[config.mk]
export PLATFORM = sky130hd
export DESIGN_NAME = mem_stage
export DESIGN_NICKNAME = d
export VERILOG_FILES = /design/src/rtl/mem_stage.sv
export SDC_FILE = /design/constraint.sdc
export NUM_CORES = 1
export LEC_CHECK = 0
export CORE_ASPECT_RATIO = 0.9
export CORE_MARGIN = 2
export CORE_UTILIZATION = 38
export CTS_BUF_LIST = sky130_fd_sc_hd__clkbuf_16
export CTS_CLUSTER_DIAMETER = 150
export DETAILED_ROUTE_END_ITERATION = 16
export GPL_TIMING_DRIVEN = 0
export PLACE_DENSITY = 0.8
export SLEW_MARGIN = 20
export SYNTH_ARGS = -nofsm -noshare
export SYNTH_HDL_FRONTEND = slang
export SYNTH_SLANG_ARGS = --single-unit
[constraint.sdc]
create_clock -name clk -period 4.2 [get_ports clk]
set_input_delay 0.42 -clock clk [delete_from_list [all_inputs] [get_ports clk]]
set_output_delay 0.42 -clock clk [all_outputs]
set_load 0.03 [all_outputs]
[src/rtl/mem_stage.sv]
// mem_stage: MEM pipeline stage with req/ack data-memory access, stall, branch resolve and MEM/WB register
module mem_stage #(
  parameter int ADDR_W  = 7,
  parameter int TIMEOUT = 15
) (
  input  logic              clk,
  input  logic              rst,
  input  logic              mem_to_reg_reg,
  input  logic              reg_write_reg,
  input  logic              branch_reg,
  input  logic              mem_write_reg,
  input  logic              mem_read_reg,
  input  logic [6:0]        pc_branch_reg,
  input  logic              zero_reg,
  input  logic [31:0]       alu_result_reg,
  input  logic [31:0]       data2_reg,
  input  logic [4:0]        dst_reg,
  output logic              dmem_req,
  output logic              dmem_we,
  output logic [ADDR_W-1:0] dmem_addr,
  output logic [31:0]       dmem_wdata,
  input  logic              dmem_ack,
  input  logic [31:0]       dmem_rdata,
  output logic              stall,
  output logic              pc_src,
  output logic [6:0]        pc_branch_out,
  output logic              err,
  output logic              wb_reg_write,
  output logic              wb_mem_to_reg,
  output logic [31:0]       wb_read_data,
  output logic [31:0]       wb_alu_result,
  output logic [4:0]        wb_dst
);
  typedef enum logic [1:0] {IDLE, REQ, DONE} state_t;
  localparam int CW = $clog2(TIMEOUT + 1);
  state_t state, state_nx;
  logic [CW-1:0] cnt;
  logic [31:0] hold;
  logic access, tmo;
  assign access        = mem_read_reg | mem_write_reg;
  // Timeout fires in the TIMEOUT-th request cycle; a simultaneous ack takes priority.
  assign tmo           = (state == REQ) & ~dmem_ack & (cnt == CW'(TIMEOUT - 1));
  // Reset gates stall so the pipeline is released immediately, not at the next edge.
  assign stall         = ~rst & (((state == IDLE) & access) | (state == REQ));
  assign dmem_req      = state == REQ;
  assign dmem_we       = mem_write_reg;
  assign dmem_addr     = alu_result_reg[ADDR_W+1:2];
  assign dmem_wdata    = data2_reg;
  assign pc_src        = branch_reg & zero_reg & ~stall;
  assign pc_branch_out = pc_branch_reg;
  // Next-state selection for the access sequencer.
  always_comb begin
    state_nx = state;
    state_nx = (state == IDLE) ? (access ? REQ : IDLE) :
               (state == REQ)  ? ((dmem_ack | tmo) ? DONE : REQ) : IDLE;
  end
  // State, wait counter, read-data hold and sticky error.
  always_ff @(posedge clk or posedge rst) begin
    if (rst) begin
      state <= IDLE;
      cnt   <= '0;
      hold  <= '0;
      err   <= 1'b0;
    end else begin
      state <= state_nx;
      cnt   <= (state == REQ) ? cnt + 1'b1 : '0;
      hold  <= ((state == REQ) & dmem_ack) ? dmem_rdata : tmo ? '0 : hold;
      err   <= err | tmo;
    end
  end
  // MEM/WB register: bubble while stalled, otherwise the current instruction.
  always_ff @(posedge clk or posedge rst) begin
    if (rst) begin
      wb_reg_write  <= 1'b0;
      wb_mem_to_reg <= 1'b0;
      wb_read_data  <= '0;
      wb_alu_result <= '0;
      wb_dst        <= '0;
    end else begin
      wb_reg_write  <= stall ? 1'b0 : reg_write_reg;
      wb_mem_to_reg <= stall ? 1'b0 : mem_to_reg_reg;
      wb_read_data  <= (state == DONE & ~mem_write_reg) ? hold : '0;
      wb_alu_result <= stall ? '0 : alu_result_reg;
      wb_dst        <= stall ? '0 : dst_reg;
    end
  end
endmodule

# Yosys cells after proc, flatten, opt, wreduce, memory -nomap -nowiden
# Index checks and enable logic that the tools add are counted.
# classes
n_mux	12
n_bitwise	16
n_eq_ne	3
n_reduce_logical	2
addsub	1
# op_table
cell	count
$mux W32	4
$and A1 B1 Y1	8
$mux W2	3
$mux W5	1
$add A4 B1 Y4 const B	1
$eq A4 B4 Y1 const B	1
$mux W4	1
$not A1 Y1	4
$or A1 B1 Y1	4
$mux W1	3
$eq A2 B1 Y1 const B	1
$eq A2 B2 Y1 const B	1
$logic_not A2 Y1	1
$reduce_bool A2 Y1	1
# word_totals
wordCells	43
reg_bits	110
input_bits	117
output_inout_bits	122

# Longest topological paths before layout
# Gate-level depths: netlist (run 1).
# depth
depth_word	7
mapped_depth	6
mapped_depth_nobuf	5

# Worst setup path before layout (run 1)
# Ideal clock, no wire load.
# synth_path
path_kind	flip-flop to output port
start	reg state[0]
end	out stall
setup_slack_ps	2598
path_buffers	1
stages_incl_launch_ff	5
arrival_ps	1182
required_time_ps	3780
path_cell_list	dfrtp_1 -> nor3_1 -> or3_4 -> buf_6 -> inv_1
# synth_via
elab_chain_cells	4
elab_cells_between_ends	5
classes_between	eq/ne: 1; bitwise: 3; reduce/logical: 1
# synth_lines
item	line_no	source
from (decl)	36	state_t state, state_nx;
from (signal assigned)	65	state <= state_nx;
$logic_not A2 Y1	44	assign stall = ~rst & (((state == IDLE) & access) | (state == REQ));
$and A1 B1 Y1	44	
$or A1 B1 Y1 *	44	
$and A1 B1 Y1 *	44	
to (decl)	24	output logic stall,
# Every way passes the cells marked *; elsewhere a longest branch is shown, timed or not.

# Worst setup path in the final report (run 1)
# layout_path
start	in mem_write_reg
end	out stall
# layout_via
elab_chain_cells	4
# layout_lines
item	line_no	source
from (decl)	11	input logic mem_write_reg,
$or A1 B1 Y1	40	assign access = mem_read_reg | mem_write_reg;
$and A1 B1 Y1	44	
$or A1 B1 Y1	44	
$and A1 B1 Y1	44	
# No other way between the ends.

==> results of run 1 <==
how the worst min path moves through the flow:
stage,from,to
after floorplan,state[1],state[0]
after global routing,rst,wb_alu_result[3]
after global placement,hold[28],wb_read_data[28]
after detailed placement,hold[21],wb_read_data[21]
final,rst,wb_alu_result[3]
after CTS,rst,wb_alu_result[3]
through the flow:
step / setup WS [ns] / util
2_1_floorplan: 0.878 / -
3_3_place_gp: -0.513 / 0.587
3_5_place_dp: 1.47 / 0.590
4_1_cts: 1.47 / 0.615
5_1_grt: 1.42 / 0.615
6_report: 1.47 / 0.615
area by class of cell:
type	instances	area, um^2
Buffer	61	469
Clock buffer	9	225
Clock inverter	7	35.0
Fill cell	827	4130
Inverter	5	23.8
Multi-Input combinational cell	123	898
Sequential cell	110	2750
Tap cell	133	166
Timing Repair Buffer	200	2020
cells by family after synthesis:
kind of cell / after synthesis / synth area share
buffers and inverters: 66 / 0.118
xor gates and xnor gates: 2 / 0.00423
adders and majority gates: 2 / 0.00604
and+or+nand+nor: 84 / 0.133
DFF: 110 / 0.665
AOI/OAI and AO/OA: 35 / 0.0741
routing by layer:
| metal | up-vias | wire length, um |
|---|---|---|
| li1 | 1349 | - |
| met5 | - | 0 |
| met1 | 1382 | 3830 |
| met2 | 134 | 4900 |
| met4 | 0 | 135 |
| met3 | 11 | 619 |
synthesized netlist by cell type, types with 2 or more instances:
library cell	count	area, um^2
sky130_fd_sc_hd__dfrtp_1	110	2750
sky130_fd_sc_hd__and2_1	61	382
sky130_fd_sc_hd__buf_4	47	353
sky130_fd_sc_hd__a22o_1	32	280
sky130_fd_sc_hd__and2_4	11	96.3
sky130_fd_sc_hd__buf_6	8	90.1
sky130_fd_sc_hd__nor2_1	5	18.8
sky130_fd_sc_hd__inv_1	4	15.0
sky130_fd_sc_hd__buf_2	3	15.0
sky130_fd_sc_hd__clkbuf_1	3	11.3
sky130_fd_sc_hd__ha_1	2	25.0
critical path, delay by kind of cell:
| family | cells | cell delay (ns) |
|---|---|---|
| buffers and inverters | 4 | 1.40 |
| and+or+nand+nor | 2 | 0.47 |
power by group:
part / internal [mW] / switching (mW) / total [mW]
clock: 0.393 / 0.346 / 0.739
combinational: 0.422 / 0.389 / 0.811
sequential: 1.27 / 0.102 / 1.37
total: 2.08 / 0.837 / 2.92
==> impl_metrics.csv, run 1 <==
group,metric,value,unit
place,gp_congestion,0.725,
global_route,global_route.overflow_total,0,
global_route,met3_global_route_usage,0.0306,
cts,htree_levels,3,
cts,buffer_levels_on_the_longest_clock_path,2,
die,dieArea,11700,um^2
cts,cts.repair_timing.setup_buffer_count,0,
synthesis,post_synthesis_cell_type_count,24,
power_and_ir_drop,ir_drop,0.164,mV
cells_and_area,n_antenna_cell,0,
cts,clock_latency,0.33,ns
cts,cts_buffers,9,
sta,max_freq,0.367,GHz
synthesis,synthFlopType,"sky130_fd_sc_hd__dfrtp_1",
die,floorplan.core_area,10700,um^2
worst_setup_path,r2r.worst_path.cells,3,
synthesis,synth.cell_area,4140,um^2
cts,cts_tree,"built",
worst_setup_path,r2r_start,"state[0]",
routing,drt_pass1_iterations,4,
cells_and_area,layout.cells.most_common_list,"sky130_fd_sc_hd__clkdlybuf4s50_1, sky130_fd_sc_hd__dfrtp_1, sky130_fd_sc_hd__and2_1, sky130_fd_sc_hd__buf_4, sky130_fd_sc_hd__a22o_1",
sta,hold-worst-slack,0.459,ns
worst_setup_path,worst-endpoint-arrival,2.31,ns
sta,setup_viol,0,
power_and_ir_drop,p_per_area,443,nW/um^2
cts,cts.clk_slew.worst_paths,0.07,ns
worst_setup_path,crit_slowest_cell,"sky130_fd_sc_hd__clkdlybuf4s50_1",
sta,timing.setup.tns,0,ns
routing,remaining_drc_errors,0,
die,die_height,103,um
die,floorplan.initialDensity,0.386,
routing,final_antenna_net_count,0,
power_and_ir_drop,power.total,2.92,mW
worst_setup_path,cp-end-kind,"output pin",
worst_setup_path,crit_chain,"clkdlybuf4s50_1 -> nor3_1 -> or3_4 -> buf_6 -> inv_1 -> clkdlybuf4s50_1",
routing,wl_per_cell,14.6,um
cells_and_area,most_frequent_standard_cell_in_the_layout_excluding_fill_and_tap_cells,"sky130_fd_sc_hd__clkdlybuf4s50_1",
global_route,grt_util_all_layers,0.154,
sta,finClkSkew,0.00658,ns
worst_setup_path,worst-path-max-fanout,10,
synthesis,synth_cells,299,
routing,vias,2876,
worst_setup_path,critical_path.endpoint,"stall",
power_and_ir_drop,power.leakage,3.07,nW
synthesis,synthesis.area_per_instance,13.8,um^2
global_route,antenna_violations_before_repair,0,
cts,cts_hold_buffers,0,
sta,tightestPinTransition,0.665,ns
sta,finalHoldViolations,0,
cells_and_area,flow.area_growth_from_synthesis,59.2,%
worst_setup_path,setup.reg_to_reg.worst_slack,2.56,ns
run,cap_violations,0,
synthesis,ys_seq_area_frac,0.665,
worst_setup_path,setup.worst_path.class,"in2out",
worst_setup_path,crit_path_start,"mem_write_reg",
cts,cts.sink_count,110,
place,postPlaceCellArea,6330,um^2
sta,fin_crit_sh,0.649,
worst_hold_path,holdCritPathClass,"in2async",
cells_and_area,nNetsFinal,629,
sta,setup_repair_after_global_routing_missed_its_margin,"no",
die,top_level_ports,239,
routing,vias_per_cell,4.44,
global_route,grt_met1_use,0.193,
routing,route.final.wire_length,9480,um
worst_setup_path,capture_point_of_the_worst_reg_to_reg_path,"wb_read_data[29]",
place,dpl.cell_count,632,
worst_setup_path,start_kind,"input pin",
sta,period_minus_slack,2.73,ns
global_route,grt_busiest_layer,"met2",
global_route,grt_pass1_vias,2865,
place,buffer_ports.inserted,199,
synthesis,ys_warn_count,0,
cts,root_buffer,"sky130_fd_sc_hd__clkbuf_16",
cells_and_area,top_regs,"hold: 32 flops, wb_alu_result: 32 flops, wb_read_data: 32 flops",
worst_setup_path,worst_ep_required_time,3.78,ns
synthesis,ys_async_sr_fraction,1.00,
cells_and_area,post_layout_nonfiller_instances,648,
sta,max_slew_margin,0.556,
place,dpl.hpwl,7340,um
die,dieWidth,114,um
global_route,grt_pass1_wl,14000,um
cts,post_cts_resize_count,0,
worst_setup_path,path_common_cell,"sky130_fd_sc_hd__clkdlybuf4s50_1",
sta,finalMaxSlewViolations,0,
synthesis,synth_edf_count,0,
outcome,run_status,"completed",
synthesis,synth-seq-cells,110,
global_route,grt.met2_usage,0.265,
routing,drtIter0Drc,109,
synthesis,syn-num-nets,418,
cells_and_area,drive_above_1_share,0.167,
die,number_of_rows_in_the_core_area,36,
worst_setup_path,crit_path_max_incr_delay,0.66,ns
cells_and_area,design_area_final,6590,um^2
global_route,grt_max_degree,82,
No activity file was read; power rests on OpenSTA's default activity.
==> inputs of run 2 (changes only) <==
--- a/config.mk
+++ b/config.mk
@@ -7,12 +7,12 @@
 export LEC_CHECK = 0
 export CORE_ASPECT_RATIO = 0.9
 export CORE_MARGIN = 2
-export CORE_UTILIZATION = 38
+export CORE_UTILIZATION = 34
 export CTS_BUF_LIST = sky130_fd_sc_hd__clkbuf_16
 export CTS_CLUSTER_DIAMETER = 150
 export DETAILED_ROUTE_END_ITERATION = 16
 export GPL_TIMING_DRIVEN = 0
-export PLACE_DENSITY = 0.8
+export PLACE_DENSITY = 0.76
 export SLEW_MARGIN = 20
 export SYNTH_ARGS = -nofsm -noshare
 export SYNTH_HDL_FRONTEND = slang
==> constraint.sdc (replaced) <==
create_clock -name clk -period 2.3 [get_ports clk]
set_input_delay 0.23 -clock clk [delete_from_list [all_inputs] [get_ports clk]]
set_output_delay 0.23 -clock clk [all_outputs]
set_load 0.03 [all_outputs]
==> run 2 against run 1 <==
Compared with the run above: hold slack worse by 0.17 ns; global-route usage is 1.6 points lower; sequential share of layout area down 0.58 points; core utilization shrank 5.7 points; critical path type unchanged; critical endpoint unchanged; largest cell class unchanged; highest routed layer unchanged.
==> impl_metrics.csv, run 2 (synthesized netlist as in run 1, its figures left out) <==
group,metric,value,unit
worst_setup_path,start_kind,"input pin",
sta,tightestPinTransition,0.684,ns
routing,vias,2846,
die,die_height,109,um
routing,vias_per_cell,4.21,
cts,clock_latency,0.34,ns
cells_and_area,nFillCells,984,
cells_and_area,top_regs,"hold: 32 flops, wb_alu_result: 32 flops, wb_read_data: 32 flops",
routing,drt_pass1_iterations,4,
cts,root_buffer,"sky130_fd_sc_hd__clkbuf_16",
worst_setup_path,critical_path_depth,6,
worst_setup_path,r2r.worst_path.cells,3,
sta,max_freq,0.483,GHz
worst_setup_path,critPathTopFamily,"buffers and inverters",
cells_and_area,nNetsFinal,631,
cells_and_area,n_antenna_cell,0,
die,floorplan.core_area,12000,um^2
worst_setup_path,worst-path-buf-inv,4,
worst_setup_path,setup.worst_path.class,"in2out",
global_route,grt_util_all_layers,0.138,
cells_and_area,layout.cells.most_common_list,"sky130_fd_sc_hd__clkdlybuf4s50_1, sky130_fd_sc_hd__dfrtp_1, sky130_fd_sc_hd__and2_1, sky130_fd_sc_hd__buf_4, sky130_fd_sc_hd__a22o_1",
global_route,global_route.overflow_total,0,
routing,route.final.wire_length,9150,um
sta,finalMaxSlewViolations,0,
die,floorplan.initialDensity,0.345,
routing,wl_per_cell,13.5,um
power_and_ir_drop,p_per_area,815,nW/um^2
die,dieWidth,120,um
worst_hold_path,holdCritPathClass,"in2async",
cts,buffer_levels_on_the_longest_clock_path,2,
power_and_ir_drop,swShare,0.280,
worst_setup_path,cp-end-kind,"output pin",
worst_setup_path,worst-path-max-fanout,10,
worst_setup_path,capture_point_of_the_worst_reg_to_reg_path,"wb_read_data[30]",
cts,cts_hold_buffers,0,
worst_setup_path,crit_slowest_cell,"sky130_fd_sc_hd__clkdlybuf4s50_1",
sta,finalHoldViolations,0,
power_and_ir_drop,power.sequential.fraction,0.459,
cts,cts_buffers,9,
routing,final_antenna_net_count,0,
die,number_of_rows_in_the_core_area,38,
routing,remaining_drc_errors,0,
cells_and_area,most_frequent_standard_cell_in_the_layout_excluding_fill_and_tap_cells,"sky130_fd_sc_hd__clkdlybuf4s50_1",
sta,hold-worst-slack,0.287,ns
cts,cts_tree,"built",
cts,cts.sink_count,110,
sta,max_slew_margin,0.543,
place,preCtsSetupSlack,-0.0689,ns
power_and_ir_drop,power.net_switching,1.52,mW
global_route,grt_pass1_wl,14000,um
sta,period_minus_slack,2.07,ns
worst_setup_path,worst_ep_required_time,2.07,ns
worst_setup_path,crit_chain,"clkdlybuf4s50_1 -> nor3_1 -> or3_4 -> buf_6 -> inv_1 -> dlygate4sd2_1",
worst_setup_path,r2r_start,"state[0]",
sta,setup_repair_after_global_routing_missed_its_margin,"no",
power_and_ir_drop,power.leakage,3.10,nW
power_and_ir_drop,power_frac_clock,0.269,
power_and_ir_drop,relative_contribution_of_combinational_cells_to_total_power,0.272,
cells_and_area,flow.area_growth_from_synthesis,61.5,%
global_route,antenna_violations_before_repair,0,
worst_setup_path,setup.reg_to_reg.worst_slack,0.64,ns
power_and_ir_drop,ir_drop,0.419,mV
worst_setup_path,crit_path_max_incr_delay,0.54,ns
place,gp_congestion,0.764,
sta,fin_crit_sh,0.899,
global_route,grt_pass1_vias,2854,
worst_setup_path,worst-endpoint-arrival,1.84,ns
global_route,grt_max_degree,37,
cells_and_area,drive_above_1_share,0.172,
sta,finClkSkew,0.00937,ns
cts,htree_levels,3,
power_and_ir_drop,cellInternalPower,3.92,mW
cts,cts.clk_slew.worst_paths,0.07,ns
outcome,run_status,"completed",
die,top_level_ports,239,
place,dpl.hpwl,7250,um
run,cap_violations,0,
sta,setup_viol,0,
sta,finalWorstSetupSlack,0.232,ns
routing,drtIter0Drc,234,
place,buffer_ports.inserted,199,
die,dieArea,13100,um^2
-- run 2: worst register-to-register path, stage by stage (launching register included) --
cell and delay [ns]:
sky130_fd_sc_hd__dfrtp_1 0.43, sky130_fd_sc_hd__nor3b_1 0.61, sky130_fd_sc_hd__clkbuf_1 0.38, sky130_fd_sc_hd__and2_1 0.18
-- run 2: power by group through the flow --
| stage | Clock (mW) | Sequential, mW | Combinational [mW] |
|---|---|---|---|
| after CTS | 1.51 | 2.50 | 1.50 |
| after detailed placement | 0 | 2.53 | 1.50 |
| final | 1.47 | 2.50 | 1.48 |
| after global routing | 1.60 | 2.54 | 1.59 |
| after global placement | 0 | 2.52 | 1.46 |
| after floorplan | 0 | 2.70 | 0.705 |
-- run 2: layout make-up --
| type | count | area (um^2) | share of cell area |
|---|---|---|---|
| buffer | 61 | 469 | 0.0702 |
| clock buffer | 9 | 225 | 0.0337 |
| clock inverter | 6 | 57.6 | 0.00861 |
| inverter | 5 | 22.5 | 0.00337 |
| multi-input combinational | 123 | 898 | 0.134 |
| sequential | 110 | 2750 | 0.412 |
| tap | 160 | 200 | 0.0300 |
| timing repair buffer | 202 | 2060 | 0.308 |
-- run 2: repair_timing --
action	CTS	global route
setup buffers	0	0
resized for setup	2	0
setup endpoints to repair	2	0
-- run 2: routing by layer --
metal	track usage	part of all wire	vias to the layer above
li1	-	-	1348
met1	0.175	0.42	1340
met2	0.223	0.49	144
met3	0.0340	0.075	14
met4	0.0664	0.023	0
met5	0	0	-
-- run 2: how the worst max path moves through the flow --
| stage | startpoint | slack [ns] | to |
|---|---|---|---|
| 3_3_place_gp | rst | -0.22 | hold[24] |
| 6_report | mem_write_reg | 0.23 | stall |
| 4_1_cts | mem_write_reg | 0.21 | stall |
| 5_1_grt | state[0] | 0.15 | stall |
| 3_5_place_dp | mem_write_reg | -0.07 | stall |
| 2_1_floorplan | rst | 0.74 | cnt[0] |
-- run 2: metrics by stage --
| stage | power, mW | utilization | cells | instance area (um^2) | setup TNS, ns |
|---|---|---|---|---|---|
| final | 5.44 | 0.558 | 676 | 6680 | 0 |
| after global routing | 5.73 | 0.558 | 676 | 6680 | 0 |
| after CTS | 5.51 | 0.558 | 676 | 6680 | 0 |
| after detailed placement | 4.03 | 0.534 | 661 | 6400 | -0.0689 |
| after global placement | 3.97 | 0.529 | 658 | 6330 | -23.51 |
| after floorplan | 3.41 | - | 299 | 4140 | 0 |
==> inputs of run 3 (changes only) <==
--- a/config.mk
+++ b/config.mk
@@ -5,6 +5,7 @@
 export SDC_FILE = /design/constraint.sdc
 export NUM_CORES = 1
 export LEC_CHECK = 0
+export CAP_MARGIN = 15
 export CORE_ASPECT_RATIO = 0.9
 export CORE_MARGIN = 2
 export CORE_UTILIZATION = 34
@@ -13,6 +14,7 @@
 export DETAILED_ROUTE_END_ITERATION = 16
 export GPL_TIMING_DRIVEN = 0
 export PLACE_DENSITY = 0.76
+export REMOVE_ABC_BUFFERS = 1
 export SLEW_MARGIN = 20
 export SYNTH_ARGS = -nofsm -noshare
 export SYNTH_HDL_FRONTEND = slang
==> run 3 against run 2 <==
Compared with the run above: sequential share of layout area up 6.0 points; maximum frequency down 4.9%; total power down 4.4%; setup slack worse by 0.11 ns; sequential power about the same; critical path type unchanged; critical endpoint is now pc_src; largest cell class unchanged.
==> impl_metrics.csv, run 3 (synthesized netlist as in run 1, its figures left out) <==
group,metric,value,unit
cells_and_area,top_regs,"hold: 32 flops, wb_alu_result: 32 flops, wb_read_data: 32 flops",
sta,hold-worst-slack,0.434,ns
routing,vias_per_cell,4.49,
die,top_level_ports,239,
cells_and_area,post_layout_nonfiller_instances,579,
cells_and_area,most_frequent_standard_cell_in_the_layout_excluding_fill_and_tap_cells,"sky130_fd_sc_hd__clkdlybuf4s50_1",
sta,finClkSkew,0.00368,ns
place,gp_congestion,0.714,
cts,cts_tree,"built",
cells_and_area,layout.cells.most_common_list,"sky130_fd_sc_hd__clkdlybuf4s50_1, sky130_fd_sc_hd__dfrtp_1, sky130_fd_sc_hd__and2_1, sky130_fd_sc_hd__a22o_1, sky130_fd_sc_hd__and2_4",
cts,clock_latency,0.34,ns
die,number_of_rows_in_the_core_area,38,
sta,max_freq,0.460,GHz
cts,cts.clk_slew.worst_paths,0.07,ns
worst_setup_path,cp-end-kind,"output pin",
worst_setup_path,critPathTopFamily,"buffers and inverters",
routing,drtIter0Drc,155,
cts,htree_levels,3,
worst_setup_path,setup.worst_path.class,"in2out",
worst_setup_path,crit_path_start,"mem_write_reg",
sta,setup_viol,0,
worst_setup_path,crit_slowest_cell,"sky130_fd_sc_hd__clkdlybuf4s50_1",
cts,cts.repair_timing.setup_buffer_count,0,
power_and_ir_drop,power.total,5.20,mW
worst_hold_path,cells_on_worst_hold_path,2,
cells_and_area,final_core_util,0.487,
cts,cts.sink_count,110,
sta,finalMaxSlewViolations,0,
power_and_ir_drop,power_frac_clock,0.281,
cts,buffer_levels_on_the_longest_clock_path,2,
cells_and_area,nNetsFinal,533,
worst_setup_path,start_kind,"input pin",
die,floorplan.initialDensity,0.345,
routing,final_antenna_net_count,0,
cells_and_area,drive_above_1_share,0.0955,
global_route,grt_util_all_layers,0.164,
cts,cts_buffers,9,
power_and_ir_drop,ir_drop,0.564,mV
global_route,grt_pass1_vias,2812,
worst_setup_path,crit_chain,"clkdlybuf4s50_1 -> nor3_4 -> or3_4 -> and3_1 -> clkdlybuf4s15_1",
cells_and_area,design_area_final,5840,um^2
place,dpl.hpwl,7140,um
cells_and_area,nFillCells,1074,
cts,root_buffer,"sky130_fd_sc_hd__clkbuf_16",
worst_hold_path,hold_path.startpoint,"alu_result_reg[13]",
worst_setup_path,worst-path-buf-inv,2,
routing,remaining_drc_errors,0,
place,buffer_ports.inserted,160,
worst_setup_path,worst-endpoint-arrival,1.95,ns
worst_hold_path,holdCritPathClass,"in2reg",
sta,fin_crit_sh,0.946,
routing,vias,2599,
global_route,antenna_violations_before_repair,0,
die,dieArea,13100,um^2
cells_and_area,n_antenna_cell,0,
power_and_ir_drop,power.sequential.fraction,0.480,
cells_and_area,multi_input_combinational_cell_area,932,um^2
power_and_ir_drop,p_per_area,891,nW/um^2
routing,drt_pass1_iterations,4,
power_and_ir_drop,power.net_switching,1.52,mW
worst_setup_path,setup.reg_to_reg.worst_slack,0.58,ns
die,floorplan.core_area,12000,um^2
sta,finalHoldViolations,0,
worst_setup_path,worst-path-max-fanout,11,
sta,tightestPinTransition,0.684,ns
run,cap_violations,0,
worst_setup_path,worst_ep_required_time,2.07,ns
worst_hold_path,hold_path_end,"wb_alu_result[13]",
worst_setup_path,r2r.worst_path.cells,5,
power_and_ir_drop,power.leakage,2.65,nW
global_route,global_route.overflow_total,0,
sta,period_minus_slack,2.18,ns
global_route,grt_max_degree,67,
routing,wl_per_cell,17.9,um
worst_setup_path,crit_path_max_incr_delay,0.58,ns
cells_and_area,register_area,2750,um^2
cts,cts_hold_buffers,0,
worst_setup_path,r2r_start,"cnt[0]",
outcome,run_status,"completed",
sta,max_slew_margin,0.542,
power_and_ir_drop,swShare,0.291,
sta,setup_repair_after_global_routing_missed_its_margin,"no",
power_and_ir_drop,cellInternalPower,3.69,mW
cells_and_area,flow.area_growth_from_synthesis,41.1,%
place,postPlaceCellArea,5530,um^2
worst_setup_path,capture_point_of_the_worst_reg_to_reg_path,"hold[29]",
die,die_height,109,um
die,dieWidth,120,um
power_and_ir_drop,relative_contribution_of_combinational_cells_to_total_power,0.238,
place,dpl.cell_count,561,
global_route,grt_pass1_wl,15800,um
routing,route.final.wire_length,10400,um
[run 3: cell types whose count changed in the layout (fill, tap and decap cells not counted), moves of 2 or more]
cell                              change
sky130_fd_sc_hd__buf_12               -2
sky130_fd_sc_hd__buf_2                -3
sky130_fd_sc_hd__buf_4               -46
sky130_fd_sc_hd__buf_6                -7
sky130_fd_sc_hd__clkbuf_1             -3
sky130_fd_sc_hd__clkdlybuf4s50_1     -39
sky130_fd_sc_hd__inv_1                -2
sky130_fd_sc_hd__inv_8                +2
sky130_fd_sc_hd__or3_2                +2
[run 3: power groups by stage]
stage | Clock [mW] | Combinational [mW] | Sequential (mW)
floorplan | 0 | 0.488 | 2.70
global placement | 0 | 1.20 | 2.51
detailed placement | 0 | 1.23 | 2.53
CTS | 1.53 | 1.26 | 2.50
global route | 1.59 | 1.34 | 2.55
finish | 1.46 | 1.24 | 2.50
[run 3: per-layer routing]
layer,vias to the layer above,part of all wire,global-route usage,wire length [um]
li1,1157,-,-,-
met1,1243,0.40,0.197,4190
met2,192,0.42,0.222,4300
met3,7,0.17,0.137,1770
met4,0,0.0085,0.0374,88
met5,-,0,0.0195,0
[run 3: worst max-delay path by stage]
| stage | cells past startpoint | to | slack, ns |
|---|---|---|---|
| after floorplan | 1 | cnt[0] | -0.83 |
| after global placement | 2 | wb_read_data[22] | -2.27 |
| after detailed placement | 5 | pc_src | -0.17 |
| after CTS | 4 | pc_src | 0.03 |
| after global routing | 4 | pc_src | 0.02 |
| final | 5 | pc_src | 0.12 |
[run 3: area by class of cell]
cell class                      instances  area share
Clock buffer                            9      0.0386
Tap cell                              160      0.0343
Clock inverter                          7      0.0101
Timing Repair Buffer                  163       0.282
Multi-Input combinational cell        125       0.160
Sequential cell                       110       0.472
Inverter                                5     0.00407
[run 3: stage by stage]
step | setup TNS, ns | setup WS [ns]
after CTS | 0 | 0.0312
after floorplan | -91.55 | -0.832
after detailed placement | -0.213 | -0.172
after global routing | 0 | 0.0174
final | 0 | 0.124
after global placement | -280.60 | -2.27
[run 3: repair_timing]
action,4_1_cts,5_1_grt
resized for setup,4,2
pin swaps,1,0
endpoints found under the setup margin,2,1
cloned,2,0
[run 3: worst register-to-register path: cells and delay by family (launching register included)]
family                     cells  cell delay [ns]
and+or+nand+nor                1             0.50
buffers and inverters          1             0.06
AOI/OAI and AO/OA              2             0.49
DFF                            1             0.39
adders and majority gates      1             0.21
